$ cat src/rtl/adc_lane_aligner.sv
// Multi-lane ADC sample aligner: per-lane FIFOs realigned on the sync-tagged sample.
// Optional sync-word statistics counter enabled by ADC_LANE_ALIGNER_SYNC_STATS_EN.
module adc_lane_aligner #(
  parameter int NUM_CH        = 4,
  parameter int DATA_W        = 8,
  parameter int FIFO_DEPTH    = 8,
  parameter int ALIGN_TIMEOUT = 64
) (
  input  logic                     user_clk,
  input  logic                     reset_n,
  input  logic                     arm,
  input  logic [NUM_CH*DATA_W-1:0] adc_data,
  input  logic [NUM_CH-1:0]        adc_valid,
  input  logic [NUM_CH-1:0]        adc_sync,
  output logic [NUM_CH*DATA_W-1:0] data_out,
  output logic                     valid,
  output logic                     sync,
  output logic                     locked,
  output logic                     error,
  output logic                     overflow,
  output logic [1:0]               state,
  output logic [15:0]              sync_count
);

  localparam int AW = $clog2(FIFO_DEPTH);
  localparam int CW = AW + 1;
  localparam int TW = $clog2(ALIGN_TIMEOUT + 1);
  localparam int EW = DATA_W + 1;

  typedef enum logic [1:0] {
    ST_IDLE   = 2'd0,
    ST_SEARCH = 2'd1,
    ST_LOCKED = 2'd2,
    ST_ERROR  = 2'd3
  } state_e;

  state_e                     state_q, state_d;
  logic [NUM_CH-1:0]          captured_q, captured_d;
  logic [NUM_CH-1:0]          capture_now, push_req, push, ovf_lane;
  logic [NUM_CH-1:0]          full, empty, head_sync;
  logic [NUM_CH*DATA_W-1:0]   head_data;
  logic [TW-1:0]              timer_q, timer_d;
  logic                       error_q, error_d, overflow_q, overflow_d;
  logic                       pop, misalign;
  logic [NUM_CH*DATA_W-1:0]   data_out_q;
  logic                       valid_q, sync_q;

  // A pop only happens when every lane has a word, so lanes advance in lockstep.
  assign pop      = !arm && (state_q == ST_LOCKED) && (empty == '0);
  assign misalign = (head_sync != '0) && (head_sync != '1);

  always_comb begin
    capture_now = '0;
    push_req    = '0;
    ovf_lane    = '0;
    push        = '0;
    for (int i = 0; i < NUM_CH; i++) begin
      capture_now[i] = (state_q == ST_SEARCH) && adc_valid[i] && adc_sync[i] && !captured_q[i];
      push_req[i]    = !arm && adc_valid[i] &&
                       (((state_q == ST_SEARCH) && (captured_q[i] || adc_sync[i])) ||
                        (state_q == ST_LOCKED));
      ovf_lane[i]    = push_req[i] && full[i] && !pop;
      push[i]        = push_req[i] && !ovf_lane[i];
    end
  end

  for (genvar i = 0; i < NUM_CH; i++) begin : g_lane
    logic [EW-1:0] mem_q [FIFO_DEPTH];
    logic [AW-1:0] wr_ptr_q, rd_ptr_q;
    logic [CW-1:0] count_q;

    assign full[i]                         = (count_q == CW'(FIFO_DEPTH));
    assign empty[i]                        = (count_q == '0);
    assign head_data[i*DATA_W +: DATA_W]   = mem_q[rd_ptr_q][DATA_W-1:0];
    assign head_sync[i]                    = mem_q[rd_ptr_q][DATA_W];

    always_ff @(posedge user_clk or negedge reset_n) begin
      if (!reset_n) begin
        wr_ptr_q <= '0;
        rd_ptr_q <= '0;
        count_q  <= '0;
      end else if (arm) begin
        wr_ptr_q <= '0;
        rd_ptr_q <= '0;
        count_q  <= '0;
      end else begin
        if (push[i]) wr_ptr_q <= wr_ptr_q + AW'(1);
        if (pop)     rd_ptr_q <= rd_ptr_q + AW'(1);
        count_q <= count_q + CW'(push[i]) - CW'(pop);
      end
    end

    always_ff @(posedge user_clk) begin
      if (push[i]) mem_q[wr_ptr_q] <= {adc_sync[i], adc_data[i*DATA_W +: DATA_W]};
    end
  end

  always_comb begin
    state_d    = state_q;
    captured_d = captured_q;
    timer_d    = timer_q;
    error_d    = error_q;
    overflow_d = overflow_q;
    if (arm) begin
      state_d    = ST_SEARCH;
      captured_d = '0;
      timer_d    = '0;
      error_d    = 1'b0;
      overflow_d = 1'b0;
    end else begin
      case (state_q)
        ST_SEARCH: begin
          captured_d = captured_q | capture_now;
          if (captured_d != '0) timer_d = timer_q + TW'(1);
          // Completing capture wins over a timeout landing on the same cycle.
          if (ovf_lane != '0) begin
            state_d    = ST_ERROR;
            error_d    = 1'b1;
            overflow_d = 1'b1;
          end else if (captured_d == '1) begin
            state_d = ST_LOCKED;
          end else if ((captured_d != '0) && (timer_d == TW'(ALIGN_TIMEOUT))) begin
            state_d = ST_ERROR;
            error_d = 1'b1;
          end
        end
        ST_LOCKED: begin
          if (ovf_lane != '0) begin
            state_d    = ST_ERROR;
            error_d    = 1'b1;
            overflow_d = 1'b1;
          end
          if (pop && misalign) begin
            state_d = ST_ERROR;
            error_d = 1'b1;
          end
        end
        default: ;
      endcase
    end
  end

  always_ff @(posedge user_clk or negedge reset_n) begin
    if (!reset_n) begin
      state_q    <= ST_IDLE;
      captured_q <= '0;
      timer_q    <= '0;
      error_q    <= 1'b0;
      overflow_q <= 1'b0;
      data_out_q <= '0;
      valid_q    <= 1'b0;
      sync_q     <= 1'b0;
    end else begin
      state_q    <= state_d;
      captured_q <= captured_d;
      timer_q    <= timer_d;
      error_q    <= error_d;
      overflow_q <= overflow_d;
      valid_q    <= pop;
      sync_q     <= pop && (head_sync == '1);
      if (pop) data_out_q <= head_data;
    end
  end

`ifdef ADC_LANE_ALIGNER_SYNC_STATS_EN
  logic [15:0] sync_count_q;

  always_ff @(posedge user_clk or negedge reset_n) begin
    if (!reset_n) begin
      sync_count_q <= '0;
    end else if (arm) begin
      sync_count_q <= '0;
    end else if (valid_q && sync_q && (sync_count_q != 16'hFFFF)) begin
      sync_count_q <= sync_count_q + 16'd1;
    end
  end

  assign sync_count = sync_count_q;
`else
  assign sync_count = '0;
`endif

  assign data_out = data_out_q;
  assign valid    = valid_q;
  assign sync     = sync_q;
  assign locked   = (state_q == ST_LOCKED);
  assign error    = error_q;
  assign overflow = overflow_q;
  assign state    = state_q;

endmodule

$ cat config.mk
export PLATFORM = sky130hd
export DESIGN_NAME = adc_lane_aligner
export DESIGN_NICKNAME = d
export VERILOG_FILES = /design/src/rtl/adc_lane_aligner.sv
export SDC_FILE = /design/constraint.sdc
export NUM_CORES = 1
export LEC_CHECK = 0
export CORE_MARGIN = 5
export CORE_UTILIZATION = 35
export CTS_BUF_LIST = sky130_fd_sc_hd__clkbuf_2
export CTS_CLUSTER_DIAMETER = 40
export DETAILED_ROUTE_END_ITERATION = 10
export PLACE_DENSITY = 0.63
export SYNTH_ARGS = -nofsm -noshare
export SYNTH_HDL_FRONTEND = slang
export SYNTH_SLANG_ARGS = --single-unit
export TNS_END_PERCENT = 100
$ cat constraint.sdc
create_clock -name user_clk -period 4.44 [get_ports user_clk]
set_clock_uncertainty 0.2 [all_clocks]
set_input_delay 0.666 -clock user_clk [delete_from_list [all_inputs] [get_ports user_clk]]
set_output_delay 0.666 -clock user_clk [all_outputs]
set_load 0.01 [all_outputs]
Word level (Yosys, flattened, before mapping)
Memory sizes are Yosys's and may differ from the RTL's.
Index checks and enable logic that the tools add are counted.
Widths: inputs -> output; s select.
{ "totals": {"n_memories": 4, "input_bits": 43, "reg_bits": 89, "mem_bits_rw": 288} }
{ "memory_table": {"columns": ["memory", "words", "width", "rd", "rd_clocked_by_memory_dff", "write_ports", "line", "text"], "rows": [
  ["g_lane[0].mem_q", 8, 9, 1, 0, 1, "68", "logic [EW-1:0] mem_q [FIFO_DEPTH];"],
  ["g_lane[1].mem_q", 8, 9, 1, 0, 1, "68", null],
  ["g_lane[2].mem_q", 8, 9, 1, 0, 1, "68", null],
  ["g_lane[3].mem_q", 8, 9, 1, 0, 1, "68", null]
]} }
{ "op_classes": {"add_sub_neg": 17, "n_bitwise": 1, "eq_ne": 14, "n_reduce_logical": 81, "n_mux": 51} }
{ "op_table": {"columns": ["op", "n"], "rows": [
  ["$mux 3", 16],
  ["$logic_and 1x1->1", 42],
  ["$mux 7", 5],
  ["$add 3x1->3 const B", 8],
  ["$eq 4x4->1 const B", 6],
  ["$mux 4", 6],
  ["$logic_not 4->1", 5],
  ["$add 4x1->4", 4],
  ["$mux 1", 16],
  ["$reduce_bool 2->1", 8],
  ["$sub 4x1->4", 4],
  ["$mux 2", 6],
  ["$reduce_bool 4->1", 3],
  ["$logic_not 1->1", 10],
  ["$logic_or 1x1->1", 8],
  ["$ne 4x2->1 const B", 2],
  ["$ne 4x4->1 const B", 2],
  ["$add 7x1->7 const B", 1],
  ["$eq 7x7->1 const B", 1],
  ["$ne 5x2->1 const B", 1],
  ["$or 4x4->4", 1],
  ["$pmux 2 s2", 1],
  ["$reduce_and 4->1", 1],
  ["$reduce_and 3->1", 1],
  ["6 further kinds", 6]
]} }

Logic depth before layout (Yosys ltp)
Gate-level depths: netlist of the first run.
{ "logic_depth": {"word_depth": 16, "ltp_mapped": 15, "depth_no_buf": 13} }

Least setup slack after synthesis of the first run
OpenSTA, ideal clock, no wires.
{ "synth_path": {"path_type": "register -> register", "from": "reg state_q[0], in the netlist state[0]", "to": "reg g_lane[0].count_q[1]", "stages_incl_launch_ff": 14, "setup_time_ns": 0.133, "path_slack_ns": 1.079, "synth_period_minus_slack_ns": 3.361, "arrival_time_ns": 3.028, "cell_sequence": "dfrtp_1 inv_1 ha_1 nand2b_1 or4_4 a21o_4 clkinv_4 buf_2 buf_2 ha_1 inv_1 ha_1 fa_1 nor2b_1"} }
{ "synth_via": {"word_cells_on_any_way": 15} }
{ "synth_rtl": {"columns": ["element", "line", "text"], "rows": [
  ["start, declared", "37", "state_e state_q, state_d;"],
  ["start signal, assigned", "154", "state_q <= state_d;"],
  ["$eq 2x2->1 (*)", null, null],
  ["net locked", "18", "output logic locked,"],
  ["$logic_and 1x1->1 (*) (2 in a row)", "49", "assign pop = !arm && (state_q == ST_LOCKED) && (empty == '0);"],
  ["net pop", "44", "logic pop, misalign;"],
  ["$logic_not 1->1", "62", "ovf_lane[i] = push_req[i] && full[i] && !pop;"],
  ["$logic_and 1x1->1", "62", null],
  ["$logic_not 1->1", "63", "push[i] = push_req[i] && !ovf_lane[i];"],
  ["$logic_and 1x1->1", "63", null],
  ["$add 4x1->4", "89", "count_q <= count_q + CW'(push[i]) - CW'(pop);"],
  ["$sub 4x1->4 (*)", "89", null],
  ["$mux 4 (*)", "82", "end else if (arm) begin"],
  ["end signal, assigned", "89", null],
  ["end, declared", "70", "logic [CW-1:0] count_q;"]
]} }
Mark *: on every way through the listed nets, which the timed path passes. The rest lies on a longest branch.
A chain may end at the register's enable or synchronous reset.

Worst setup path after layout of the first run
{ "layout_path": {"from": "reg state_q[0], in the netlist state[0]", "to": "mem g_lane[0].mem_q[5][1] (netlist name), enable pin"} }
{ "layout_via": {"elab_chain_cells": 10, "word_cells_on_any_way": 14} }
{ "layout_rtl": {"columns": ["element", "line", "text"], "rows": [
  ["$eq 2x1->1", "60", "(((state_q == ST_SEARCH) && (captured_q[i] || adc_sync[i])) ||"],
  ["$logic_and 1x1->1", "60", null],
  ["$logic_or 1x1->1", "60", null],
  ["$logic_and 1x1->1", "59", "push_req[i] = !arm && adc_valid[i] &&"],
  ["$logic_and 1x1->1 (2 in a row)", "62", null],
  ["$logic_not 1->1", "63", null],
  ["$logic_and 1x1->1 (*)", "63", null],
  ["$mux 1 (*)", "94", "if (push[i]) mem_q[wr_ptr_q] <= {adc_sync[i], adc_data[i*DATA_W +: DATA_W]};"],
  ["$mux 1 (not written as such) (*)", "94", null],
  ["end, declared", "68", null]
]} }
Mark *: on every way between the ends. The rest lies on a longest branch, timed or not.

==> tab_implementation.tex, run 1 <==
\begin{tabular}{lr}
\hline
Metric & Value \\
\hline
\multicolumn{2}{l}{\textbf{Outcome}} \\
Outcome & complete, no violations \\
\multicolumn{2}{l}{\textbf{Critical path}} \\
Critical Path Sink Type & flip-flop \\
Number of cell instances on the worst register-to-register path & 9 \\
Worst setup path class & reg2reg \\
Element type at the critical path start & flip-flop \\
Capture point of the worst reg-to-reg path & g\_lane[0].mem\_q[5][1] \\
Series of cell instances along the critical path & inv\_1, ha\_1, nand2b\_1, or4\_4, a21o\_4, a21bo\_1, inv\_2, nand2\_1, nor2\_1 \\
Arr. time, crit path & about 3.8 ns \\
Launch point of the critical path & state[0] \\
CP max stage delay & 0.72 ns \\
Required time reported for the critical path endpoint & 4.81 ns \\
Worst-path cell with the longest stage delay & nor2\_1 \\
Buffering stage count on the worst path with inverters included & 2 \\
Startpoint of the most critical register-to-register path & state[0] \\
Crit. path cell count & 9 \\
Kind of cell with the highest combined delay on the critical path & simple AND/OR/NAND/NOR gates \\
Crit-path max FO & 9 \\
Critical path capture point & g\_lane[0].mem\_q[5][1] \\
Reg-to-reg slack, setup & 1.02 ns \\
\multicolumn{2}{l}{\textbf{GRT}} \\
Largest net degree at the start of global routing & 58 \\
Global route overflow & 0 \\
Wire length of the first global-routing pass & 50.0 mm \\
All-layer global routing usage & 13.0\% \\
Antenna violations before repair & 2 \\
Number of global-route vias before repair & 8,978 \\
\multicolumn{2}{l}{\textbf{Timing}} \\
Transition at the pin with the smallest max-transition slack & 0.904 ns \\
\# setup viols final & 0 \\
Final-layout setup total negative slack & 0 ns \\
Peak clock frequency supported by timing & 292 MHz \\
Number of hold-slack violations in the final timing report & 0 \\
Post-layout min period & $\sim$3.4 ns \\
Final cycle utilization of the critical path & 77.1\% \\
Setup repair after global routing missed its margin & no \\
Headroom to the max-slew limit & 39.5\% \\
Final Max Slew Viols & 0 \\
\multicolumn{2}{l}{\textbf{Worst hold path}} \\
Hold Path Class & in2reg \\
Beginning of the worst hold path & adc\_data[8] \\
\multicolumn{2}{l}{\textbf{Drt}} \\
Mean routed wirelength per cell & 17.6 um \\
Final routed wirelength across all metal layers & 31.3 mm \\
Detailed-route via count & 8,284 \\
First-pass DRT Iterations & 5 \\
Remaining DRCs & 0 \\
Antenna Violating Nets Remaining & 0 \\
Drt via density & 4.65 \\
Initial drt markers & $\sim$400 \\
\multicolumn{2}{l}{\textbf{Placement}} \\
Weighted congestion reported at the end of routability-driven placement & roughly 0.75 \\
Count of input and output buffers & between 80 and 90 \\
Dpl hpwl & 19.9 mm \\
Placed cells & 1,590 \\
\multicolumn{2}{l}{\textbf{Layout}} \\
Layout Cells excl Fill & 1,781 \\
Sequential cell area & between 10,000 and 15,000 um2 \\
Total area of multi-input combinational cells & 4280 um2 \\
Net count of the finished layout & 1,186 \\
Fillers & roughly 4,100 \\
Share of cells above drive strength 1 & 24.0\% \\
Area growth from synthesis to final layout & 16.9\% \\
\multicolumn{2}{l}{\textbf{Die}} \\
Die extent in y & roughly 220 um \\
Total core area & approximately 44,000 um2 \\
Placement Rows & 77 \\
Effective utilization at floorplan & between 30\% and 40\% \\
Die Width & 221 um \\
IO Count & 98 \\
Area enclosed by the die boundary & a little under 50,000 um2 \\
\multicolumn{2}{l}{\textbf{Logic synthesis}} \\
Async S/R FF share, synth & 23.6\% \\
Most common cell in the netlist & edfxtp\_1 \\
Mean area per synthesized cell & 17.0 um2 \\
Synth warnings & 0 \\
Flip-flop and latch count after synthesis & 377 \\
Flip-flop cell with the highest count after synthesis & edfxtp\_1 \\
Area contributors post-synth & edfxtp\_1 56\%, dfrtp\_1 14\%, mux4\_2 9.4\% \\
Number of flops mapped to enable cells by yosys & 288 \\
Cell area after synthesis & 15,600 um2 \\
Commonest cells in the synthesized netlist & 288 x edfxtp\_1, 89 x dfrtp\_1, 86 x nor2\_1 \\
Cell count after synthesis & roughly 920 \\
Share of the synthesized area in the top cell type & 55.5\% \\
Unique cell type count in the Yosys netlist & 56 \\
Part of the Yosys area used for sequential elements & 69.8\% \\
Cell accounting for the most synthesized area & edfxtp\_1 \\
\multicolumn{2}{l}{\textbf{CTS}} \\
CTS tree & yes \\
Clk Latency, worst-skew pair & 1.05 ns \\
Number of buffers created by CTS & slightly below 100 \\
Number of clock sinks seen by CTS & 377 \\
Maximum clock insertion buffer count & 3 \\
Clock-pin transition on the worst setup and hold timing paths & roughly 0.10 ns \\
Maximum level of the CTS H-tree & 3 \\
Clock tree root buffer cell & clkbuf\_2 \\
Post-cts sizing count & 0 \\
\multicolumn{2}{l}{\textbf{Power}} \\
Leakage power summed over all cells & 6.55 nW \\
Peak supply drop & 0.000213 V \\
Power density normalized to cell area & 385 nW/um2 \\
\multicolumn{2}{l}{\textbf{Run}} \\
Maximum capacitance violations & 0 \\
\hline
\end{tabular}
[routing by layer]
layer / vias to the layer above / share of wire, % / global-route usage, %
met5: - / 0.041 / 0
met4: 2 / 1.5 / 4.58
met2: 231 / 49 / 20.9
li1: 3907 / - / -
met1: 4101 / 43 / 16.7
met3: 43 / 6.5 / 4.06
[worst min-delay path by stage]
| stage | slack, ns | endpoint | cells past startpoint |
|---|---|---|---|
| 6_report | 0.17 | g_lane[1].mem_q[4][0] | 1 |
| 5_1_grt | 0.06 | g_lane[1].mem_q[2][0] | 1 |
| 4_1_cts | 0.005 | g_lane[1].mem_q[7][0] | 1 |
| 3_5_place_dp | 0.27 | g_lane[2].rd_ptr_q[0] | 1 |
| 3_3_place_gp | 0.27 | g_lane[2].rd_ptr_q[0] | 1 |
| 2_1_floorplan | 0.17 | captured_q[0] | 0 |
[cell families after synthesis]
| logic type | count (synthesis) | share of synthesized area [%] |
|---|---|---|
| other | 1 | 0.0241 |
| DFF | 377 | 69.8 |
| adders and majority gates | 39 | 3.33 |
| AOI/OAI and AO/OA | 79 | 3.17 |
| buffers and inverters | 93 | 3.03 |
| xor gates and xnor gates | 22 | 1.24 |
| and+or+nand+nor | 191 | 6.10 |
| muxes | 114 | 13.3 |
[worst reg2reg max path: stages (launching register included)]
cell and delay, ns:
dfrtp_1 0.44, inv_1 0.08, ha_1 0.35, nand2b_1 0.09, or4_4 0.44, a21o_4 0.25, a21bo_1 0.24, inv_2 0.11
nand2_1 0.11, nor2_1 0.72
[report_power, final]
group	internal [W]	switching [W]	total [W]	leakage [nW]
Sequential	0.00391	0.0000656	0.00397	3.81
Clock	0.00103	0.00142	0.00244	0.713
Combinational	0.000255	0.000325	0.000580	2.02
[flip-flops by register name (all words and copies together), names as in the netlist]
name             count
captured_q           4
data_out            32
error                1
g_lane.count_q      16
g_lane.mem_q       288
g_lane.rd_ptr_q     12
g_lane.wr_ptr_q     12
overflow             1
state                2
sync                 1
timer_q              7
valid                1
[layout by cell type (no fill, tap or decap), types with 29 or more instances in the layout]
| master | instances |
|---|---|
| edfxtp_1 | 288 |
| clkbuf_2 | 148 |
| dfrtp_1 | 89 |
| nor2_1 | 86 |
| clkdlybuf4s50_1 | 79 |
| mux4_2 | 65 |
| a21oi_1 | 45 |
| mux2i_1 | 42 |
| buf_4 | 42 |
| ha_1 | 35 |
| inv_1 | 34 |
| nand2_1 | 29 |
[area by class of cell]
| class | count | area share, % |
|---|---|---|
| tap | 592 | 4.07 |
| antenna | 1 | 0.0138 |
| clock buffer | 148 | 4.07 |
| clock inverter | 36 | 1.21 |
| timing repair buffer | 128 | 6.53 |
| multi-input combinational | 461 | 23.5 |
| inverter | 38 | 0.811 |
| sequential | 377 | 59.8 |
[through the flow]
stage / hold slack, ns / worst slack (ns) / cell area [um2] / util [%] / total power (W)
after floorplan: 0.170 / 1.08 / 15600 / - / 0.00438
after global placement: 0.273 / 0.954 / 17200 / 38.9 / 0.00461
after detailed placement: 0.275 / 0.851 / 17200 / 38.9 / 0.00463
after CTS: 0.00494 / 0.860 / 18200 / 41.2 / 0.00714
after global routing: 0.0577 / 0.797 / 18200 / 41.2 / 0.00742
final: 0.174 / 1.02 / 18200 / 41.2 / 0.00700
[what timing repair did]
item	CTS	global route
buffers inserted	0	0
endpoints found under the hold margin	129	0
hold buffers	6	0
Power figures use the tool's default switching activity.
==> inputs of run 2 (changes only) <==
- clock period: 4.44 -> 3.2 ns (I/O delays scaled with it)
==> tab_implementation.tex, run 2 (same netlist as run 1, synthesis figures left out) <==
\begin{tabular}{lr}
\hline
Metric & Value \\
\hline
\multicolumn{2}{l}{\textbf{Outcome}} \\
Outcome & complete, no violations \\
\multicolumn{2}{l}{\textbf{Worst hold path}} \\
End point of the worst hold path & g\_lane[0].mem\_q[7][8] \\
Depth of the worst hold-timing path & 2 \\
Hold Path Class & in2reg \\
Beginning of the worst hold path & adc\_sync[0] \\
\multicolumn{2}{l}{\textbf{Timing}} \\
Setup slack after layout & 0.156 ns \\
Transition at the pin with the smallest max-transition slack & 0.791 ns \\
Final-layout setup total negative slack & 0 ns \\
Final cycle utilization of the critical path & 95.1\% \\
Number of hold-slack violations in the final timing report & 0 \\
Post-layout min period & approximately 3.0 ns \\
Hold Slack & just over 0.2 ns \\
Final Max Slew Viols & 0 \\
\# setup viols final & 0 \\
Headroom to the max-slew limit & 47.1\% \\
Peak clock frequency supported by timing & around 330 MHz \\
\multicolumn{2}{l}{\textbf{Power}} \\
Switching part of the total power & 25.5\% \\
Internal cell power & 0.00745 W \\
Power density normalized to cell area & 527 nW/um2 \\
Combinational share of power & around 8.8\% \\
Switching component of the power & 0.00255 W \\
Portion of total power attributed to the clock network & 36.0\% \\
Leakage power summed over all cells & 6.91 nW \\
Portion of total power attributed to sequential cells & 55.2\% \\
Peak supply drop & approximately 0.00028 V \\
\multicolumn{2}{l}{\textbf{Drt}} \\
Initial drt markers & around 420 \\
Antenna Violating Nets Remaining & 0 \\
Detailed-route via count & 8,607 \\
Mean routed wirelength per cell & 17.1 um \\
Drt via density & 4.64 \\
Final routed wirelength across all metal layers & 31.7 mm \\
Remaining DRCs & 0 \\
First-pass DRT Iterations & 5 \\
\multicolumn{2}{l}{\textbf{Placement}} \\
Placed cells & approximately 1,600 \\
Worst setup slack before clock tree synthesis & about 0.16 ns \\
Count of input and output buffers & 81 \\
Weighted congestion reported at the end of routability-driven placement & 0.724 \\
Dpl hpwl & 19.8 mm \\
\multicolumn{2}{l}{\textbf{CTS}} \\
CTS tree & yes \\
Clock tree root buffer cell & clkbuf\_2 \\
Clock-pin transition on the worst setup and hold timing paths & 0.10 ns \\
Number of clock sinks seen by CTS & $\sim$380 \\
Maximum clock insertion buffer count & 3 \\
Number of buffers created by CTS & 97 \\
Clk Latency, worst-skew pair & 1.04 ns \\
Maximum level of the CTS H-tree & 3 \\
\multicolumn{2}{l}{\textbf{Critical path}} \\
Capture point of the worst reg-to-reg path & g\_lane[0].mem\_q[0][5] \\
Worst setup path class & reg2reg \\
Arr. time, crit path & 3.53 ns \\
Crit-path max FO & 8 \\
Required time reported for the critical path endpoint & 3.68 ns \\
Number of cell instances on the worst register-to-register path & 11 \\
Critical Path Sink Type & flip-flop \\
Reg-to-reg slack, setup & approximately 0.16 ns \\
Startpoint of the most critical register-to-register path & g\_lane[0].count\_q[2] \\
Element type at the critical path start & flip-flop \\
\multicolumn{2}{l}{\textbf{Layout}} \\
Fillers & about 4,000 \\
Most frequent cells in the layout & 288 x edfxtp\_1, 136 x clkbuf\_2, 89 x dfrtp\_1 \\
Net count of the finished layout & between 1,000 and 1,500 \\
Layout Cells excl Fill & between 1,500 and 2,000 \\
Total area of multi-input combinational cells & 4290 um2 \\
Share of cells above drive strength 1 & 25.0\% \\
Sequential cell area & between 10,000 and 15,000 um2 \\
Commonest non-fill, non-tap cell in the layout & edfxtp\_1 \\
Register name with the most flops & g\_lane.mem\_q \\
Max reg flops & 288 \\
Area growth from synthesis to final layout & 21.7\% \\
\multicolumn{2}{l}{\textbf{GRT}} \\
Number of global-route vias before repair & 9,294 \\
Global route overflow & 0 \\
Wire length of the first global-routing pass & 50.8 mm \\
All-layer global routing usage & 13.1\% \\
Largest net degree at the start of global routing & 49 \\
Antenna violations before repair & 3 \\
\multicolumn{2}{l}{\textbf{Die}} \\
Area enclosed by the die boundary & 48,800 um2 \\
Die Width & 221 um \\
IO Count & 98 \\
Placement Rows & 77 \\
Die extent in y & 221 um \\
Total core area & around 44,000 um2 \\
Effective utilization at floorplan & between 30\% and 40\% \\
\multicolumn{2}{l}{\textbf{Run}} \\
Maximum capacitance violations & 0 \\
\hline
\end{tabular}
[run 2: cell count changes in the layout (fill, tap and decap cells not counted), moves of 4 or more]
cell and change:
clkinv_2 +5, diode_2 +7, clkbuf_2 -12, dlygate4sd3_1 +38, buf_12 +4, buf_4 +28
[run 2: routing by layer]
layer / routed length, um / share of wire (%) / vias up / global-route usage [%]
li1: - / - / 4041 / -
met1: 13600 / 43 / 4314 / 16.4
met4: 670 / 2.1 / 0 / 4.92
met2: 15900 / 50 / 196 / 22.0
met5: 0 / 0 / - / 0
met3: 1510 / 4.8 / 56 / 3.66
[run 2: what timing repair did]
action / in CTS / in global routing
setup buffers: 0 / 7
resized for setup: 0 / 1
hold buffers: 44 / 0
endpoints found under the setup margin: 0 / 4
hold endpoints to repair: 414 / 0
[run 2: worst max-delay path by stage]
stage | startpoint | slack, ns | endpoint | cells past startpoint
CTS | state[0] | 0.02 | locked | 4
detailed placement | adc_sync[0] | 0.16 | g_lane[0].count_q[1] | 8
global placement | adc_sync[0] | 0.22 | g_lane[0].count_q[1] | 8
floorplan | state[0] | 0.02 | g_lane[0].count_q[1] | 13
global route | state[0] | -0.06 | locked | 4
finish | g_lane[0].count_q[2] | 0.16 | g_lane[0].mem_q[0][5] | 11
[run 2: worst max-delay path, cell delays in order (launching register included)]
cell,delay [ns]
dfrtp_1,0.34
inv_1,0.06
ha_1,0.19
nor3b_1,0.14
or4_4,0.55
a21o_4,0.25
a21bo_1,0.25
inv_2,0.10
nand2b_1,0.14
nor3_1,0.17
buf_4,0.18
buf_12,0.12
[run 2: final cells by class]
type / count / area share [%]
Sequential cell: 377 / 57.4
Multi-Input combinational cell: 461 / 22.7
Timing Repair Buffer: 198 / 9.81
Tap cell: 592 / 3.91
Clock buffer: 136 / 3.59
Clock inverter: 43 / 1.78
Inverter: 38 / 0.792
Antenna cell: 8 / 0.106
[run 2: through the flow]
stage / utilization, % / instance area (um2) / power [W]
floorplan: - / 15600 / 0.00608
global placement: 39.4 / 17400 / 0.00642
detailed placement: 39.4 / 17400 / 0.00644
CTS: 42.7 / 18800 / 0.0102
global route: 43.0 / 19000 / 0.0106
finish: 43.0 / 19000 / 0.0100
[run 2: power by group through the flow]
| stage | Sequential (W) | Clock (W) | Combinational, W |
|---|---|---|---|
| 2_1_floorplan | 0.00562 | 0 | 0.000463 |
| 3_3_place_gp | 0.00562 | 0 | 0.000800 |
| 3_5_place_dp | 0.00562 | 0 | 0.000821 |
| 4_1_cts | 0.00551 | 0.00377 | 0.000877 |
| 5_1_grt | 0.00553 | 0.00407 | 0.000989 |
| 6_report | 0.00551 | 0.00360 | 0.000884 |
==> inputs of run 3 (changes only) <==
- CORE_UTILIZATION: 35 -> 34
- DONT_BUFFER_PORTS: default -> 1
- PLACE_DENSITY: 0.63 -> 0.59
==> tab_implementation.tex, run 3 (same netlist as run 1, synthesis figures left out) <==
\begin{tabular}{lr}
\hline
Metric & Value \\
\hline
\multicolumn{2}{l}{\textbf{Drt}} \\
Mean routed wirelength per cell & between 15 and 20 um \\
Final routed wirelength across all metal layers & around 32 mm \\
Antenna Violating Nets Remaining & 0 \\
Drt via density & 4.66 \\
Remaining DRCs & 0 \\
Detailed-route via count & 8,474 \\
First-pass DRT Iterations & 4 \\
Initial drt markers & 450 \\
\multicolumn{2}{l}{\textbf{CTS}} \\
Maximum clock insertion buffer count & 3 \\
Number of buffers created by CTS & 100 \\
Clock-pin transition on the worst setup and hold timing paths & 0.10 ns \\
CTS tree & yes \\
Number of clock sinks seen by CTS & 377 \\
Clock tree root buffer cell & clkbuf\_2 \\
\# Post-CTS Setup Buffers & 0 \\
Clk Latency, worst-skew pair & 1.02 ns \\
Maximum level of the CTS H-tree & 3 \\
\multicolumn{2}{l}{\textbf{Placement}} \\
Placed cells & 1,536 \\
Instance area at placement & 16,500 um2 \\
Dpl hpwl & 19.2 mm \\
Count of input and output buffers & 0 \\
Weighted congestion reported at the end of routability-driven placement & 0.748 \\
\multicolumn{2}{l}{\textbf{Timing}} \\
Peak clock frequency supported by timing & 325 MHz \\
Post-layout min period & around 3.1 ns \\
Final cycle utilization of the critical path & a little over nine tenths \\
Number of hold-slack violations in the final timing report & 0 \\
Transition at the pin with the smallest max-transition slack & about 0.54 ns \\
Final-layout setup total negative slack & 0 ns \\
Setup repair after global routing missed its margin & no \\
Headroom to the max-slew limit & 64.2\% \\
\# setup viols final & 0 \\
Final Max Slew Viols & 0 \\
\multicolumn{2}{l}{\textbf{Die}} \\
IO Count & 98 \\
Placement Rows & 78 \\
Total core area & 45,400 um2 \\
Die Width & 224 um \\
Effective utilization at floorplan & 34.3\% \\
Area enclosed by the die boundary & 50,200 um2 \\
Die extent in y & 224 um \\
\multicolumn{2}{l}{\textbf{GRT}} \\
Number of global-route vias before repair & 9,042 \\
Global route overflow & 0 \\
All-layer global routing usage & 12.9\% \\
Antenna violations before repair & 4 \\
Wire length of the first global-routing pass & 50.1 mm \\
Largest net degree at the start of global routing & 90 \\
\multicolumn{2}{l}{\textbf{Layout}} \\
Max reg flops & roughly 290 \\
Share of cells above drive strength 1 & 25.8\% \\
Fillers & 4,235 \\
Net count of the finished layout & 1,207 \\
Register name with the most flops & g\_lane.mem\_q \\
Layout Cells excl Fill & between 1,500 and 2,000 \\
Post-route cell area & about 18,000 um2 \\
Commonest non-fill, non-tap cell in the layout & edfxtp\_1 \\
Most frequent cells in the layout & 288 x edfxtp\_1, 153 x clkbuf\_2, 89 x dfrtp\_1 \\
Area growth from synthesis to final layout & 18.2\% \\
\multicolumn{2}{l}{\textbf{Run}} \\
Maximum capacitance violations & 0 \\
\multicolumn{2}{l}{\textbf{Critical path}} \\
Critical Path Sink Type & flip-flop \\
Arr. time, crit path & 3.73 ns \\
Element type at the critical path start & flip-flop \\
Required time reported for the critical path endpoint & 3.86 ns \\
Worst-path cell with the longest stage delay & dlygate4sd3\_1 \\
Launch point of the critical path & g\_lane[0].count\_q[2] \\
Worst setup path class & reg2reg \\
Buffering stage count on the worst path with inverters included & 2 \\
CP max stage delay & approximately 0.66 ns \\
Crit-path max FO & 6 \\
Series of cell instances along the critical path & inv\_1, ha\_1, nor3b\_1, or4\_4, o2111ai\_2, dlygate4sd3\_1, o21ai\_4, nor4b\_1, a2111oi\_2 \\
Kind of cell with the highest combined delay on the critical path & simple AND/OR/NAND/NOR gates \\
Startpoint of the most critical register-to-register path & g\_lane[0].count\_q[2] \\
\multicolumn{2}{l}{\textbf{Worst hold path}} \\
Beginning of the worst hold path & adc\_sync[2] \\
Hold Path Class & in2reg \\
\multicolumn{2}{l}{\textbf{Power}} \\
Power density normalized to cell area & 526 nW/um2 \\
Switching component of the power & 0.00253 W \\
Internal cell power & between 0.007 and 0.008 W \\
Switching part of the total power & 26.1\% \\
Portion of total power attributed to the clock network & 34.8\% \\
Portion of total power attributed to sequential cells & 57.2\% \\
Leakage power summed over all cells & 6.72 nW \\
Peak supply drop & 0.000293 V \\
Combinational share of power & 8.0\% \\
\multicolumn{2}{l}{\textbf{Outcome}} \\
Outcome & complete, no violations \\
\hline
\end{tabular}
==> run 3: area by class of cell <==
type,instances,area (um2),share of cell area [%]
Sequential cell,377,10900,59.1
Tap cell,600,751,4.08
Antenna cell,5,12.5,0.0680
Multi-Input combinational cell,461,4290,23.3
Clock buffer,153,766,4.16
Timing Repair Buffer,147,1370,7.46
Clock inverter,36,185,1.01
Inverter,38,148,0.802
==> run 3: routing by layer <==
| metal | global-route usage [%] | wire (um) | up-vias | part of all wire (%) |
|---|---|---|---|---|
| li1 | - | - | 3948 | - |
| met4 | 5.36 | 736 | 0 | 2.3 |
| met2 | 21.6 | 16000 | 195 | 50 |
| met1 | 15.9 | 13500 | 4269 | 42 |
| met3 | 3.64 | 1750 | 62 | 5.5 |
| met5 | 0 | 0 | - | 0 |
==> run 3: what timing repair did <==
action,4_1_cts,5_1_grt
gates resized for setup,0,0
hold buffers,87,0
setup endpoints to repair,0,0
endpoints found under the hold margin,483,0
==> run 3: tightest hold or removal path, cell delays in order <==
cell and delay [ns]:
o21ai_0 0.10, a211oi_1 0.25, a211oi_1 0.11, o21ai_4 0.23, o31a_1 0.15
==> run 3: power groups by stage <==
stage | Combinational [W] | Clock, W | Sequential (W)
3_3_place_gp | 0.000590 | 0 | 0.00564
2_1_floorplan | 0.000463 | 0 | 0.00562
3_5_place_dp | 0.000596 | 0 | 0.00564
6_report | 0.000774 | 0.00337 | 0.00553
5_1_grt | 0.000883 | 0.00385 | 0.00555
4_1_cts | 0.000791 | 0.00356 | 0.00553
==> run 3: final timing paths <==
| path | slack [ns] | end | cells past startpoint |
|---|---|---|---|
| min in group asynchronous | 0.48 | data_out[19] | 4 |
| min | 0.19 | state[1] | 5 |
| max | 0.12 | error | 9 |
| min reg2reg | 0.33 | captured_q[0] | 2 |
| max reg2reg | 0.12 | error | 9 |
| max in group asynchronous | 1.81 | timer_q[0] | 4 |
==> run 3: per-stage QoR <==
stage          utilization, %  total power (W)  hold slack, ns  worst slack, ns
6_report                 40.6          0.00968           0.186            0.121
4_1_cts                  40.5          0.00989          0.0259            0.109
2_1_floorplan               -          0.00608         -0.0156           0.0164
5_1_grt                  40.6           0.0103          0.0608           0.0119
3_5_place_dp             36.4          0.00624         -0.0128            0.206
3_3_place_gp             36.4          0.00623         -0.0128            0.282
